$ cat src/rtl/imm_decode_stage.sv
// Immediate-decode stage: decodes RV32I/RV64I and custom-0 immediates, precomputes the
// PC-relative target, and buffers results in a two-entry elastic buffer.
module imm_decode_stage #(
  parameter int unsigned XLEN      = 32,
  parameter logic [6:0]  CUSTOM_OP = 7'b0001011
) (
  input  logic            clk,
  input  logic            rst,
  input  logic            flush,
  input  logic            in_valid,
  output logic            in_ready,
  input  logic [31:0]     in_instr,
  input  logic [XLEN-1:0] in_pc,
  output logic            out_valid,
  input  logic            out_ready,
  output logic [XLEN-1:0] out_imm,
  output logic [2:0]      out_fmt,
  output logic [XLEN-1:0] out_target,
  output logic [XLEN-1:0] out_pc,
  output logic            out_illegal
);

  localparam logic [6:0] OpLoad    = 7'b0000011;
  localparam logic [6:0] OpFence   = 7'b0001111;
  localparam logic [6:0] OpOpImm   = 7'b0010011;
  localparam logic [6:0] OpAuipc   = 7'b0010111;
  localparam logic [6:0] OpOpImm32 = 7'b0011011;
  localparam logic [6:0] OpStore   = 7'b0100011;
  localparam logic [6:0] OpOp      = 7'b0110011;
  localparam logic [6:0] OpLui     = 7'b0110111;
  localparam logic [6:0] OpBranch  = 7'b1100011;
  localparam logic [6:0] OpJalr    = 7'b1100111;
  localparam logic [6:0] OpJal     = 7'b1101111;
  localparam logic [6:0] OpSystem  = 7'b1110011;

  localparam logic [2:0] FmtNone = 3'd0;
  localparam logic [2:0] FmtI    = 3'd1;
  localparam logic [2:0] FmtS    = 3'd2;
  localparam logic [2:0] FmtB    = 3'd3;
  localparam logic [2:0] FmtU    = 3'd4;
  localparam logic [2:0] FmtJ    = 3'd5;
  localparam logic [2:0] FmtZ    = 3'd6;
  localparam logic [2:0] FmtC    = 3'd7;

  typedef struct packed {
    logic [XLEN-1:0] imm;
    logic [2:0]      fmt;
    logic [XLEN-1:0] target;
    logic [XLEN-1:0] pc;
    logic            illegal;
  } entry_t;

  typedef enum logic [1:0] {StEmpty, StOne, StFull} buf_state_e;

  function automatic logic [XLEN-1:0] sext32(input logic [31:0] v);
    return XLEN'($signed(v));
  endfunction

  // ---------------------------------------------------------------------------
  // Combinational decode
  // ---------------------------------------------------------------------------
  logic [6:0]      opcode;
  logic [2:0]      funct3;
  logic            is_shift;
  logic [XLEN-1:0] imm_i, imm_s, imm_b, imm_u, imm_j;
  logic [XLEN-1:0] shamt_x, shamt_w, zimm, cimm;

  assign opcode   = in_instr[6:0];
  assign funct3   = in_instr[14:12];
  assign is_shift = (funct3 == 3'b001) || (funct3 == 3'b101);

  assign imm_i = sext32({{20{in_instr[31]}}, in_instr[31:20]});
  assign imm_s = sext32({{20{in_instr[31]}}, in_instr[31:25], in_instr[11:7]});
  assign imm_b = sext32({{19{in_instr[31]}}, in_instr[31], in_instr[7], in_instr[30:25],
                         in_instr[11:8], 1'b0});
  assign imm_u = sext32({in_instr[31:12], 12'h000});
  assign imm_j = sext32({{11{in_instr[31]}}, in_instr[31], in_instr[19:12], in_instr[20],
                         in_instr[30:21], 1'b0});

  // Shift amounts are 6 bits wide only for full-width RV64 shifts.
  assign shamt_x = (XLEN == 64) ? XLEN'(in_instr[25:20]) : XLEN'(in_instr[24:20]);
  assign shamt_w = XLEN'(in_instr[24:20]);
  assign zimm    = XLEN'(in_instr[19:15]);
  assign cimm    = XLEN'(in_instr[31:20]);

  logic [XLEN-1:0] dec_imm;
  logic [2:0]      dec_fmt;
  logic            dec_illegal;
  logic            dec_pcrel;

  always_comb begin
    dec_imm     = '0;
    dec_fmt     = FmtNone;
    dec_illegal = 1'b0;
    dec_pcrel   = 1'b0;
    // Custom opcode is checked first so it wins over any standard encoding.
    if (opcode == CUSTOM_OP) begin
      dec_imm = cimm;
      dec_fmt = FmtC;
    end else begin
      case (opcode)
        OpOpImm: begin
          if (is_shift) begin
            dec_imm = shamt_x;
            dec_fmt = FmtZ;
          end else begin
            dec_imm = imm_i;
            dec_fmt = FmtI;
          end
        end
        OpOpImm32: begin
          if (XLEN == 64) begin
            if (is_shift) begin
              dec_imm = shamt_w;
              dec_fmt = FmtZ;
            end else begin
              dec_imm = imm_i;
              dec_fmt = FmtI;
            end
          end else begin
            dec_illegal = 1'b1;
          end
        end
        OpLoad, OpJalr: begin
          dec_imm = imm_i;
          dec_fmt = FmtI;
        end
        OpStore: begin
          dec_imm = imm_s;
          dec_fmt = FmtS;
        end
        OpBranch: begin
          dec_imm   = imm_b;
          dec_fmt   = FmtB;
          dec_pcrel = 1'b1;
        end
        OpJal: begin
          dec_imm   = imm_j;
          dec_fmt   = FmtJ;
          dec_pcrel = 1'b1;
        end
        OpLui: begin
          dec_imm = imm_u;
          dec_fmt = FmtU;
        end
        OpAuipc: begin
          dec_imm   = imm_u;
          dec_fmt   = FmtU;
          dec_pcrel = 1'b1;
        end
        OpSystem: begin
          if (funct3[2]) begin
            dec_imm = zimm;
            dec_fmt = FmtZ;
          end
        end
        OpOp, OpFence: ;
        default: dec_illegal = 1'b1;
      endcase
    end
  end

  entry_t dec_entry;

  always_comb begin
    dec_entry.imm     = dec_imm;
    dec_entry.fmt     = dec_fmt;
    dec_entry.target  = dec_pcrel ? (in_pc + dec_imm) : '0;
    dec_entry.pc      = in_pc;
    dec_entry.illegal = dec_illegal;
  end

  // ---------------------------------------------------------------------------
  // Elastic buffer control
  // ---------------------------------------------------------------------------
  buf_state_e state_q, state_d;
  logic       accept;
  logic       load_main, load_skid, move_skid;

  assign accept = in_valid & in_ready;

  always_ff @(posedge clk or posedge rst) begin
    if (rst) begin
      state_q <= StEmpty;
    end else begin
      state_q <= state_d;
    end
  end

  always_comb begin
    state_d = state_q;
    if (flush) begin
      state_d = StEmpty;
    end else begin
      case (state_q)
        StEmpty: if (accept) state_d = StOne;
        StOne: begin
          if (accept && !out_ready) begin
            state_d = StFull;
          end else if (!accept && out_ready) begin
            state_d = StEmpty;
          end
        end
        StFull:  if (out_ready) state_d = StOne;
        default: state_d = StEmpty;
      endcase
    end
  end

  // in_ready depends only on the state register, never on out_ready.
  always_comb begin
    in_ready  = (state_q != StFull);
    out_valid = (state_q != StEmpty);
    load_main = 1'b0;
    load_skid = 1'b0;
    move_skid = 1'b0;
    if (!flush) begin
      case (state_q)
        StEmpty: load_main = accept;
        StOne: begin
          load_main = accept & out_ready;
          load_skid = accept & ~out_ready;
        end
        StFull:  move_skid = out_ready;
        default: ;
      endcase
    end
  end

  // ---------------------------------------------------------------------------
  // Entry storage
  // ---------------------------------------------------------------------------
  entry_t main_q, skid_q;

  always_ff @(posedge clk or posedge rst) begin
    if (rst) begin
      main_q <= '0;
      skid_q <= '0;
    end else begin
      if (load_main) begin
        main_q <= dec_entry;
      end else if (move_skid) begin
        main_q <= skid_q;
      end
      if (load_skid) begin
        skid_q <= dec_entry;
      end
    end
  end

  assign out_imm     = main_q.imm;
  assign out_fmt     = main_q.fmt;
  assign out_target  = main_q.target;
  assign out_pc      = main_q.pc;
  assign out_illegal = main_q.illegal;

endmodule

$ cat config.mk
export PLATFORM = sky130hd
export DESIGN_NAME = imm_decode_stage
export DESIGN_NICKNAME = d
export VERILOG_FILES = /design/src/rtl/imm_decode_stage.sv
export SDC_FILE = /design/constraint.sdc
export NUM_CORES = 1
export LEC_CHECK = 0
export CORE_MARGIN = 3
export CORE_UTILIZATION = 52
export CTS_BUF_LIST = sky130_fd_sc_hd__clkbuf_4 sky130_fd_sc_hd__clkbuf_8
export CTS_CLUSTER_SIZE = 16
export DETAILED_ROUTE_END_ITERATION = 10
export GPL_ROUTABILITY_DRIVEN = 0
export GPL_TIMING_DRIVEN = 0
export HOLD_SLACK_MARGIN = 0.08
export PLACE_DENSITY = 0.78
export SYNTH_ARGS = -nofsm -noshare
export SYNTH_HDL_FRONTEND = slang
export SYNTH_SLANG_ARGS = --single-unit
$ cat constraint.sdc
create_clock -name clk -period 12.2 [get_ports clk]
set_input_delay 2.44 -clock clk [delete_from_list [all_inputs] [get_ports clk]]
set_output_delay 2.44 -clock clk [all_outputs]
set_load 0.01 [all_outputs]
Yosys cells after proc, flatten, opt, wreduce, memory -nomap -nowiden
Index checks and enable logic that the tools add are counted.
{ "word_totals": {"ff_bits": 202, "inputBits": 69, "out_inout_bits": 102, "word_cells": 76} }
{ "classes": {"n_addsub": 1, "eq_ne": 20, "mux": 27, "bitwise_logic": 4, "n_reduce_logical": 13} }
{ "ops": {"columns": ["op", "n"], "rows": [
  ["32-bit one-hot mux with 7 select lines", 1],
  ["100-bit two-way mux", 2],
  ["32-bit two-way mux", 3],
  ["32-bit adder", 1],
  ["7-bit equality test, second input constant", 4],
  ["7-bit by 6-bit equality test with 1-bit output, second input constant", 3],
  ["3-bit one-hot mux with 7 select lines", 1],
  ["7-bit by 4-bit equality test with 1-bit output, second input constant", 2],
  ["7-bit by 5-bit equality test with 1-bit output, second input constant", 2],
  ["11-bit OR reduction", 1],
  ["2-bit two-way mux", 5],
  ["1-bit two-way mux", 9],
  ["3-bit two-way mux", 3],
  ["7-bit by 2-bit equality test with 1-bit output, second input constant", 1],
  ["3-bit inequality test, second input constant", 2],
  ["2-bit one-hot mux with 3 select lines", 1],
  ["5-bit two-way mux", 1],
  ["4-bit inequality test, second input constant", 1],
  ["2-bit nonzero test", 2],
  ["2-bit OR reduction", 2],
  ["1-bit AND", 3],
  ["3-bit by 1-bit equality test with 1-bit output, second input constant", 1],
  ["3-bit equality test, second input constant", 1],
  ["3-bit AND reduction", 1],
  ["10 further kinds", 12]
]} }

Depth between registers and ports, before layout
Gate-level depths: netlist (run 1).
{ "depth": {"word_depth": 8, "mapped_depth": 18} }

Least setup slack after synthesis (run 1)
OpenSTA, ideal clock, no wires.
{ "synth_path": {"path_kind": "input to register", "startpoint": "in in_instr[3]", "endpoint": "reg main_q, in the netlist out_target[30]", "setup_ps": 92, "arrival_time_ps": 5979, "required_ps": 12108, "setup_slack_ps": 6129, "cell_stages": 18, "path_buffers": 1, "cell_sequence": "clkbuf_1 -> nor2_1 -> nand2_1 -> nor3b_1 -> nand2_1 -> nor2_1 -> a221o_1 -> ha_1 -> inv_1 -> fa_1 -> nor2b_1 -> o2111ai_1 -> a31o_1 -> a21o_1 -> o311a_4 -> o31ai_4 -> xnor2_1 -> o31ai_2"} }
{ "synth_lines": {"columns": ["element", "line_no", "text"], "rows": [
  ["start, declared", "12", "input logic [31:0] in_instr,"],
  ["end signal, assigned", "241", "main_q <= dec_entry;"],
  ["end signal, assigned", "243", "main_q <= skid_q;"],
  ["end, declared", "233", "entry_t main_q, skid_q;"]
]} }

==> out/metrics.cfg, run 1 <==
[yosys]
synth_top_area_cell=dfrtp_1
synthTopCellsByArea=dfrtp_1 (47%), nand2_1 (8.6%), mux2i_1 (6.8%)
netlist_area_um2=10800
ys_types=55
synth-seq-cells=202
ys_warn_count=0
synth_top_area_share=0.469
synth.avg_cell_area_um2=9.21
yosysSeqAreaShare=0.469
syn_inst=1169
async_flop_share=1.00
synthFlopType=dfrtp_1
synth_edf_count=0
syn-num-nets=1275

[detailed_routing]
first_pass_iters=5
vias_per_cell=5.88
first_iter_violations=916
drt_wl_total_mm=33.1
drtAntennaViolNets=0
wl_per_cell_um=19.9
drcViolationCount=0
num_vias=9783

[final_layout]
syn_to_final_growth_pct=25.4
drive_above_1_share=0.0703
antenna-diode-count=0
nets=1480
mostFrequentLayoutCells=nand2_1 (246), dfrtp_1 (202), clkdlybuf4s50_1 (167)
final_common_cell=nand2_1

[critical_path]
cp-end-kind=register
path_buf_inv=2
slowest_stage=nor3b_1
cp_max_fo=10
critPathLaunchType=primary input
ff2ff_path_depth=6
cpMostUsedCell=nand2_1
critical_path_required_ns=12.64
cp_slowest_stage_delay_ns=0.91
critical_path_arrival_ns=7.33
cp_top_family=compound AO/OA/AOI/OAI gates
path_depth=18
crit_chain=clkdlybuf4s50_1 > and2_1 > nand2_1 > nor3b_1 > nand2_1 > nor2_1 > a221o_1 > ha_1 > inv_1 > fa_1 > nor2b_1 > o2111ai_1 > a31o_1 > a21o_1 > o311a_4 > o21ai_0 > xnor2_1 > o31ai_1
crit_type=primary input to register

[global_route]
grt_max_degree=130
grt_pass1_wl_mm=51.9
grt_pass1_vias=9408
track_usage=0.296
antenna_found_initial=0
grt_overflow=0

[clock_network]
cts_setup_buffers=0
cts-resized-gates=0
clock-sinks=202
cts_buffer_depth=3
root_buffer=clkbuf_8
numCtsBuffers=35
hold_buffers=0
clock_latency_ns=0.54
clk_pin_slew_ns=0.06
cts-htree-levels=2
cts_tree=yes

[power_and_ir_drop]
seqPwrFrac=0.459
p_switching_mw=0.491
p_sw_frac=0.284
p_per_area_nw_per_um2=128
p_int_mw=1.24
pwr-share-clk=0.357
p_total_mw=1.73
power_leakage_nw=5.94
comb_power_share=0.183
vdd_drop_max_mv=0.0917

[timing]
final_max_slew_viol_count=0
finalSetupTns_ns=0
finalSetupViolCount=0
slew_headroom=0.171
finClkSkew_ns=0.0175
finalCritPeriodShare=0.565
min_period_ns=6.89
fmax_mhz=145
tightest_slew_ns=1.24
finalHoldViolCount=0
rsz0062_at_grt=false

[flow_run]
cap_viol_max_count=0

[die]
rows=52
io_pins=171
start_util=0.530
coreArea_um2=20300
dieArea_um2=22500
die_width_um=150
die_h_um=150

[worst_hold_path]
holdCritPathClass=register to register
whs_path_depth=2

[place]
post-dp-hpwl_mm=24.5
portBuffers=167

[status]
outcome=complete, no violations

flip-flops by register name (all words and copies together), names as in the netlist:
register,cells
skid_q,100
out_illegal,1
out_imm,32
out_pc,32
out_target,32
out_fmt,3
state_q,2
tightest hold or removal path, cell delays in order (launching register included):
cell and delay, ns:
dfrtp_1 0.34, nand2_1 0.05, o31ai_1 0.05
kinds of logic after synthesis:
kind of cell | count (synthesis) | share of synthesized area
adders and majority gates | 37 | 0.0437
and+or+nand+nor | 416 | 0.167
DFF | 202 | 0.469
AOI/OAI and AO/OA | 300 | 0.174
muxes | 95 | 0.0909
buffers and inverters | 92 | 0.0325
xor gates and xnor gates | 27 | 0.0220
power by group through the flow:
| stage | registers [mW] | clock network (mW) | logic, mW |
|---|---|---|---|
| 2_1_floorplan | 0.813 | 0 | 0.148 |
| 3_3_place_gp | 0.804 | 0 | 0.306 |
| 6_report | 0.796 | 0.619 | 0.318 |
| 3_5_place_dp | 0.805 | 0 | 0.315 |
| 4_1_cts | 0.795 | 0.626 | 0.317 |
| 5_1_grt | 0.804 | 0.658 | 0.350 |
cell type report:
class,instances,area [um^2]
inverter,20,82.6
sequential,202,5050
clock inverter,8,47.5
multi-input combinational,875,5360
fill,1633,6800
tap,270,338
clock buffer,50,644
buffer,72,275
timing repair buffer,168,1700
layer usage:
| layer | GRT usage | part of all wire | vias to the layer above |
|---|---|---|---|
| li1 | - | - | 4496 |
| met4 | 0.116 | 0.037 | 0 |
| met5 | 0 | 0 | - |
| met2 | 0.447 | 0.44 | 510 |
| met1 | 0.423 | 0.42 | 4698 |
| met3 | 0.0584 | 0.099 | 79 |
stage by stage:
stage	area (um^2)	util	cells	worst slack, ns	hold WS [ns]
after CTS	13500	0.665	1665	5.42	0.475
after floorplan	10800	-	1169	4.25	0.443
after detailed placement	12800	0.631	1607	4.88	0.463
final	13500	0.665	1665	5.31	0.471
after global placement	12800	0.629	1606	1.70	0.455
after global routing	13500	0.665	1665	5.02	0.498
synth_stat cells (5+ instances only):
cell type,instances
nand2_1,246
dfrtp_1,202
o21ai_0,118
mux2i_1,73
nor2_1,60
a21oi_1,58
clkbuf_1,56
ha_1,36
nand3_1,30
a21o_1,28
nor2b_1,26
a211oi_1,25
mux2_2,22
inv_1,20
xnor2_1,16
and2_1,15
o31ai_1,15
buf_1,12
xor2_1,11
nor3_1,9
nand2b_1,6
a31oi_1,5
o211ai_1,5
o21a_1,5
o21bai_1,5
o22ai_1,5
or3_1,5
worst paths after layout:
| path | start | to | slack [ns] |
|---|---|---|---|
| worst min register to register | skid_q[61] | skid_q[61] | 0.47 |
| max in group asynchronous | rst | out_imm[27] | 8.82 |
| min in group asynchronous | rst | skid_q[41] | 2.49 |
| worst min-delay path | skid_q[61] | skid_q[61] | 0.47 |
| worst max-delay path | in_instr[1] | out_target[26] | 5.31 |
| worst max register to register | state_q[1] | out_fmt[2] | 8.67 |
Note: power is estimated with default switching activity, not from simulation.
==> run 2, diff against run 1 <==
==> constraint.sdc (replaced) <==
create_clock -name clk -period 6.62 [get_ports clk]
set_input_delay 1.324 -clock clk [delete_from_list [all_inputs] [get_ports clk]]
set_output_delay 1.324 -clock clk [all_outputs]
set_load 0.01 [all_outputs]
==> run 2 against run 1 <==
Effect of this change: sequential cell count did not move; sequential share of layout area fell by 0.48 points; via count rose by 0.35%; highest routed layer unchanged; total power rose by 93%; critical endpoint unchanged.
==> out/metrics.cfg, run 2 (synthesis gave the netlist of run 1 again) <==
[critical_path]
critical_path_required_ns=7.04  ; was 12.64 ns
r2r-start=state_q[1]  ; unchanged
startpoint=in_instr[0]  ; was in_instr[1]
timing.rr.end=out_fmt[1]  ; was out_fmt[2]
crit_end=out_target[26]  ; unchanged
r2r_setup_slack_ns=3.04  ; was 8.67 ns
cp_max_fo=10  ; unchanged
critical_path_arrival_ns=6.21  ; was 7.33 ns
crit_type=primary input to register  ; unchanged
critPathLaunchType=primary input  ; unchanged
cp-end-kind=register  ; unchanged
ff2ff_path_depth=6  ; unchanged

[detailed_routing]
vias_per_cell=5.86  ; was 5.88
drt_wl_total_mm=33.5  ; was 33.1 mm
num_vias=9817  ; was 9783
wl_per_cell_um=20.0  ; was 19.9 um
drtAntennaViolNets=0  ; unchanged
first_iter_violations=943  ; was 916
first_pass_iters=7  ; was 5
drcViolationCount=0  ; unchanged

[flow_run]
cap_viol_max_count=0  ; unchanged

[die]
io_pins=171  ; unchanged
die_h_um=150  ; unchanged
start_util=0.530  ; unchanged
dieArea_um2=22500  ; unchanged
coreArea_um2=20300  ; unchanged
die_width_um=150  ; unchanged
rows=52  ; unchanged

[clock_network]
root_buffer=clkbuf_8  ; unchanged
clock_latency_ns=0.54  ; about the same
clock-sinks=202  ; unchanged
numCtsBuffers=36  ; was 35
cts_setup_buffers=0  ; unchanged
cts_buffer_depth=3  ; unchanged
clk_pin_slew_ns=0.06  ; about the same
cts_tree=yes  ; unchanged
cts-resized-gates=0  ; unchanged
hold_buffers=0  ; unchanged
cts-htree-levels=2  ; unchanged

[global_route]
grt_pass1_vias=9449  ; was 9408
grt_overflow=0  ; unchanged
grt_pass1_wl_mm=52.1  ; was 51.9 mm
track_usage=0.299  ; was 0.296
grt_max_degree=44  ; was 130
antenna_found_initial=0  ; unchanged

[status]
outcome=complete, no violations  ; unchanged

[timing]
finalCritPeriodShare=0.876
fmax_mhz=172
finalSetupViolCount=0  ; unchanged
finClkSkew_ns=0.0202  ; was 0.0175 ns
finalHoldViolCount=0  ; unchanged
final_max_slew_viol_count=0  ; unchanged
tightest_slew_ns=1.15  ; was 1.24 ns
finalSetupTns_ns=0  ; unchanged
min_period_ns=5.80
rsz0062_at_grt=false  ; unchanged
slew_headroom=0.228  ; was 0.171
setup_slack_ns=0.822  ; was 5.31 ns

[final_layout]
largest_reg_flops=100  ; unchanged
regMostFlops=skid_q  ; unchanged
antenna-diode-count=0  ; unchanged
fin_util=0.674  ; was 0.665
seq_area_um2=5050  ; unchanged
fill_cells=1613  ; was 1633
drive_above_1_share=0.0762  ; was 0.0703
postLayoutCellArea_um2=13700  ; was 13500 um^2
multiInputGateArea_um2=5360  ; unchanged
mostFrequentLayoutCells=nand2_1 (246), dfrtp_1 (202), clkdlybuf4s50_1 (167)  ; unchanged
final_common_cell=nand2_1  ; unchanged
syn_to_final_growth_pct=27.0  ; was 25.4%
nets=1485  ; was 1480

[place]
pre_cts_ws_ns=0.488  ; was 4.88 ns
portBuffers=167  ; unchanged
post-dp-hpwl_mm=24.8  ; was 24.5 mm
placed_cell_area_um2=12900  ; was 12800 um^2

[power_and_ir_drop]
p_switching_mw=0.916  ; was 0.491 mW
p_per_area_nw_per_um2=245  ; was 128 nW/um^2
comb_power_share=0.177  ; was 0.183
p_int_mw=2.43  ; was 1.24 mW
vdd_drop_max_mv=0.163  ; was 0.0917 mV
p_sw_frac=0.273  ; was 0.284
power_leakage_nw=6.03  ; was 5.94 nW
seqPwrFrac=0.439  ; was 0.459
p_total_mw=3.35  ; was 1.73 mW
pwr-share-clk=0.384  ; was 0.357

[worst_hold_path]
holdCritPathClass=register to register  ; unchanged

## run 2: worst min-delay path by stage
stage | slack [ns] | depth (start not counted) | from | endpoint
floorplan | 0.44 | 2 | skid_q[55] | skid_q[55]
global placement | 0.46 | 2 | skid_q[55] | skid_q[55]
detailed placement | 0.46 | 2 | skid_q[55] | skid_q[55]
CTS | 0.48 | 2 | skid_q[55] | skid_q[55]
global route | 0.49 | 2 | skid_q[55] | skid_q[55]
finish | 0.47 | 2 | skid_q[55] | skid_q[55]
## run 2: critical path, cell delays in order
cell             delay [ns]
clkdlybuf4s50_1        0.47
and2_1                 0.25
nand2_1                0.10
nor3b_1                0.92
nand2_1                0.11
nor2_1                 0.12
a221o_1                0.25
ha_1                   0.21
inv_1                  0.05
fa_1                   0.42
nor2b_1                0.21
o2111ai_1              0.16
a31o_1                 0.30
a21o_1                 0.19
o311a_4                0.40
o21ai_0                0.25
xnor2_1                0.18
o31ai_1                0.29
## run 2: layout make-up
cell class / instances / share of cell area
multi-input cells: 875 / 0.392
flip-flops and latches: 202 / 0.370
repair buffers: 172 / 0.130
clock buffers: 58 / 0.0529
well taps: 270 / 0.0247
plain buffers: 72 / 0.0201
inverters: 20 / 0.00576
clock inverters: 5 / 0.00549
## run 2: power by group through the flow
stage / registers (mW) / logic [mW] / clock network [mW]
6_report: 1.47 / 0.592 / 1.29
5_1_grt: 1.48 / 0.648 / 1.36
4_1_cts: 1.47 / 0.591 / 1.30
3_3_place_gp: 1.48 / 0.566 / 0
2_1_floorplan: 1.50 / 0.273 / 0
3_5_place_dp: 1.49 / 0.587 / 0
## run 2: metrics by stage
step                hold slack, ns  instances
finish                       0.472       1674
global route                 0.487       1674
CTS                          0.477       1674
detailed placement           0.463       1611
global placement             0.456       1606
floorplan                    0.443       1169
## run 2: metal layers
layer | up-vias | part of all wire | GRT usage
met5 | - | 0 | 0
met4 | 0 | 0.032 | 0.115
li1 | 4478 | - | -
met1 | 4724 | 0.42 | 0.416
met2 | 540 | 0.45 | 0.464
met3 | 75 | 0.097 | 0.0591
==> run 3, diff against run 2 <==
--- a/config.mk
+++ b/config.mk
@@ -5,10 +5,11 @@
 export SDC_FILE = /design/constraint.sdc
 export NUM_CORES = 1
 export LEC_CHECK = 0
+export CAP_MARGIN = 15
 export CORE_MARGIN = 3
 export CORE_UTILIZATION = 52
 export CTS_BUF_LIST = sky130_fd_sc_hd__clkbuf_4 sky130_fd_sc_hd__clkbuf_8
-export CTS_CLUSTER_SIZE = 16
+export CTS_CLUSTER_SIZE = 14
 export DETAILED_ROUTE_END_ITERATION = 10
 export GPL_ROUTABILITY_DRIVEN = 0
 export GPL_TIMING_DRIVEN = 0
==> results of run 3 <==
No change in the layout: final DEF, timing and power equal those of run 2.
